--- src/rtl/switch_conditioner.sv ---
// switch_conditioner: synchronizes and debounces board switches and exposes
// level, sticky edge and mask registers with an edge interrupt.
module switch_conditioner #(
  parameter int N_SW = 4,
  parameter int DEBOUNCE_CYCLES = 500000
) (
  input  logic              clk,
  input  logic              reset,
  input  logic [N_SW-1:0]   sw_raw,
  output logic [N_SW-1:0]   sw_level,
  input  logic [1:0]        avs_address,
  input  logic              avs_read,
  input  logic              avs_write,
  input  logic [31:0]       avs_writedata,
  output logic [31:0]       avs_readdata,
  output logic              irq
);
  localparam int CW = $clog2(DEBOUNCE_CYCLES + 1);
  localparam logic [CW-1:0] C_LAST = CW'(DEBOUNCE_CYCLES - 1);
  logic [N_SW-1:0]   r_sync1, r_sync2, r_level, w_diff, w_load;
  logic [CW-1:0]     r_cnt [N_SW];
  logic [2*N_SW-1:0] r_edge, r_mask, w_clr;
  logic [31:0]       r_rdata, w_rdata;
  logic              w_wr_edge, w_wr_mask, w_unused;
  always_comb begin
    w_diff = r_sync2 ^ r_level;
    w_load = '0;
    for (int k = 0; k < N_SW; k++) w_load[k] = w_diff[k] && (r_cnt[k] == C_LAST);
  end
  assign w_wr_edge = avs_write && (avs_address == 2'd1);
  assign w_wr_mask = avs_write && (avs_address == 2'd2);
  assign w_clr     = w_wr_edge ? avs_writedata[2*N_SW-1:0] : '0;
  assign w_unused  = ^avs_writedata;
  assign w_rdata = avs_address == 2'd0 ? 32'(r_level) :
                   avs_address == 2'd1 ? 32'(r_edge) :
                   avs_address == 2'd2 ? 32'(r_mask) : '0;
  // A new edge event ORs in after the W1C mask, so a same-cycle set survives
  always_ff @(posedge clk) begin
    if (reset) begin
      r_sync1 <= '0;
      r_sync2 <= '0;
      r_level <= '0;
      r_edge  <= '0;
      r_mask  <= '0;
      r_rdata <= '0;
      for (int k = 0; k < N_SW; k++) r_cnt[k] <= '0;
    end else begin
      r_sync1 <= sw_raw;
      r_sync2 <= r_sync1;
      r_level <= r_level ^ w_load;
      r_edge  <= (r_edge & ~w_clr) | {w_load & ~r_sync2, w_load & r_sync2};
      if (w_wr_mask) r_mask <= avs_writedata[2*N_SW-1:0];
      if (avs_read && !avs_write) r_rdata <= w_rdata;
      for (int k = 0; k < N_SW; k++)
        r_cnt[k] <= (w_diff[k] && !w_load[k]) ? r_cnt[k] + CW'(1) : '0;
    end
  end
  assign sw_level     = r_level;
  assign avs_readdata = r_rdata;
  assign irq          = |(r_edge & r_mask);
endmodule

--- config.mk ---
export PLATFORM = sky130hd
export DESIGN_NAME = switch_conditioner
export DESIGN_NICKNAME = d
export VERILOG_FILES = /design/src/rtl/switch_conditioner.sv
export SDC_FILE = /design/constraint.sdc
export NUM_CORES = 1
export LEC_CHECK = 0
export CAP_MARGIN = 20
export CORE_UTILIZATION = 41
export CTS_CLUSTER_DIAMETER = 60
export CTS_CLUSTER_SIZE = 30
export DETAILED_ROUTE_END_ITERATION = 12
export DONT_BUFFER_PORTS = 1
export HOLD_SLACK_MARGIN = 0.1
export PLACE_DENSITY = 0.67
export SLEW_MARGIN = 30
export SYNTH_ARGS = -nofsm -noshare
export SYNTH_HDL_FRONTEND = slang
export SYNTH_SLANG_ARGS = --single-unit
--- constraint.sdc ---
create_clock -name clk -period 3.45 [get_ports clk]
set_input_delay 0.1725 -clock clk [delete_from_list [all_inputs] [get_ports clk]]
set_output_delay 0.1725 -clock clk [all_outputs]
set_load 0.02 [all_outputs]
==> metrics.txt <==
run status finished clean; maximum single-stage delay on the critical path approximately 0.55 ns; Top FF cell, synth dfxtp_1; cell family contributing the most delay on the critical path simple AND/OR/NAND/NOR gates; mean cell area of the mapped netlist between 8 and 9 um^2; synth unique cells 55; fraction of the cycle the final worst path needs between 60% and 70%; worst path cell trace or4_1 -> nor4_2 -> nand4b_1 -> a21oi_1 -> dlygate4sd3_1; worst max-slew margin expressed relative to the limit 42.2%; routed wl met2 4.56 mm; Port Buffers 0; worst-case vdd ir drop about 0.22 mV; global-route wire length before repair 17.0 mm; proportion of layout cells with a drive suffix above 1 under 10%; setup violators final 0; count leader, synth dfxtp_1; via total after detailed routing between 4k and 5k; worst endpoint required time roughly 3.7 ns; data arrival time of the worst path around 2.6 ns; Residual DRC 0; Leakage Power roughly 1.7 nW; total CTS buffers 9; number of antenna-violating nets in the routed design 0; flip-flop and latch count after synthesis 112; skew final between 0.007 and 0.008 ns; number of hold violations in the final report 0; cell accounting for the most synthesized area dfxtp_1; routability congestion estimate from global placement slightly above 0.8; Die Ht 114 um; total of fill cells in the finished design 1156; total wire length after detailed routing roughly 10 mm; leading post-synthesis cells by instance count 112 x dfxtp_1, 71 x nor2_1, 44 x a21oi_1; crit path launch type flip-flop; register clock-pin slew on the reported worst setup and hold paths approximately 0.07 ns; Syn. warnings 0; overflow left after global routing 0; I/O pin count 79; starting utilization of the core area 42.5%; clock latency at the later pin of the worst-skew pair around 0.34 ns; root buffer selected by CTS clkbuf_16; half-perimeter wire length of the detailed placement result between 6 and 7 mm; via count normalized by instance count about 5.3; max-slew violation count 0; Core Region approximately 0.012 mm^2; number of standard-cell rows in the floorplan 40; Peak Freq around 440 MHz; MaxCap Viol Count 0; WL per Instance 13.1 um; sum of routed wire segments on met1 between 4 and 5 mm; area share of the leading cell type in the synthesized netlist 43.6%; H-tree depth reported by CTS 3; clock period minus worst slack ~2.3 ns; CTS Sinks about 110; number of iterations in the first detailed-routing pass 5; total buffers and inverters traversed by the critical path 1; number of diodes added for antenna fixing 0; transition time at the pin with the least slew margin around 0.87 ns; biggest fanout along the worst timing path 5; Async S/R FF share, synth 0%; startpoint-to-endpoint class of the critical path reg -> reg; Post-Route Utilization a little under half; Min-Delay Path Class in -> reg; net total in the final layout around 640; TritonCTS clock tree yes; die footprint about 0.013 mm^2; CTS-repair resized insts 0; global router's overall resource usage 16.2%; Seq/Total Area, Yosys 43.6%; leading post-synthesis cells by cell area dfxtp_1 44%, nor2_1 5.2%, xor2_1 4.6%; initial antenna violation count 0; instance count of the mapped netlist ~590; die width approximately 110 um; kind of end point of the critical path flip-flop; number of DRC violations after detailed-routing iteration 0 314; summed negative setup slack over all endpoints 0 ns; unrepaired setup endpoints after global routing false; highest metal layer with signal wires met4; post-synthesis instance area 0.00514 mm^2; Area Overhead vs Synth 9.58%; EDFF count, synth 0; number of buffers inserted by post-CTS setup repair 0; maximum count of clock buffers along a single path 2; power density relative to cell area 423 mW/mm^2; vias in the first global route 3729; largest net degree at the start of global routing 39; cell type of the slowest stage on the worst timing path or4_1; routed wire length on met3 513 um
==> cell families after synthesis <==
| kind of cell | after synthesis | synth area share (%) |
|---|---|---|
| flops | 112 | 43.6 |
| other cells | 1 | 0.0729 |
| fa+ha+maj | 4 | 0.973 |
| simple gates | 269 | 28.7 |
| mux | 4 | 0.778 |
| buf+inv | 60 | 6.71 |
| compound gates | 91 | 10.7 |
| xor+xnor | 50 | 8.51 |
==> registers in the layout, indices dropped and copies added (netlist names), named ones only <==
signal        cells
r_cnt            76
avs_readdata      8
r_edge            8
r_mask            8
r_sync1           4
r_sync2           4
==> cells in the final DEF (no fill, tap or decap), types with 6 or more instances in the layout <==
cell type / n
a211oi_1: 8
a21oi_1: 44
a22oi_1: 8
and3_1: 6
and4_1: 9
clkbuf_16: 9
conb_1: 24
dfxtp_1: 112
dlygate4sd3_1: 19
inv_1: 12
nand2_1: 40
nand3_1: 42
nand4_1: 18
nand4b_1: 6
nor2_1: 71
nor2b_1: 9
nor3_1: 7
o21ai_0: 15
o31ai_1: 8
or3_1: 17
or4_1: 11
xnor2_1: 23
xor2_1: 27
==> routing by layer <==
| layer | vias up | track usage, % |
|---|---|---|
| met2 | 106 | 26.0 |
| met5 | - | 0 |
| met1 | 1899 | 20.7 |
| met4 | 0 | 6.58 |
| li1 | 2050 | - |
| met3 | 16 | 3.93 |
==> final cells by class <==
type / count / area (um^2) / area share [%]
Clock buffer: 12 / 256 / 4.55
Clock inverter: 3 / 17.5 / 0.311
Inverter: 12 / 45.0 / 0.799
Multi-Input combinational cell: 442 / 2650 / 47.0
Sequential cell: 112 / 2240 / 39.8
Tap cell: 168 / 210 / 3.73
Timing Repair Buffer: 21 / 218 / 3.86
==> worst paths after layout <==
path | startpoint | to | slack [ns] | cells after the start
worst max-delay path | r_cnt[0][69]$_SDFF_PP0_ | r_edge[3]$_SDFF_PP0_ | 1.19 | 5
worst min-delay path | reset | flip-flop | 0.11 | 2
worst max register to register | r_cnt[0][69]$_SDFF_PP0_ | r_edge[3]$_SDFF_PP0_ | 1.19 | 5
worst min register to register | r_sync1[0]$_SDFF_PP0_ | r_sync2[0]$_SDFF_PP0_ | 0.44 | 1
==> power by group <==
group | switching [W] | internal [W]
combinational | 0.0000607 | 0.0000310
sequential | 0.0000156 | 0.00131
clock | 0.000449 | 0.000524
==> timing repair <==
item / 4_1_cts / 5_1_grt
hold buffers: 19 / 1
endpoints found under the setup margin: 0 / 0
endpoints found under the hold margin: 39 / 1
==> worst register-to-register path: stages (launching register included) <==
cell and delay [ns]:
dfxtp_1 0.36, or4_1 0.55, nor4_2 0.43, nand4b_1 0.16, a21oi_1 0.17, dlygate4sd3_1 0.55
==> stage by stage <==
stage | setup WS (ns) | std cells | hold WS, ns | power, W | cell area (um^2)
after floorplan | 1.62 | 614 | 0.301 | 0.00144 | 5230
after global placement | 1.37 | 735 | 0.251 | 0.00141 | 5150
after detailed placement | 1.33 | 735 | 0.252 | 0.00141 | 5150
after CTS | 1.23 | 769 | 0.103 | 0.00241 | 5620
after global routing | 1.10 | 770 | 0.114 | 0.00248 | 5640
final | 1.19 | 770 | 0.110 | 0.00239 | 5640
(Power assumes the default switching activity.)
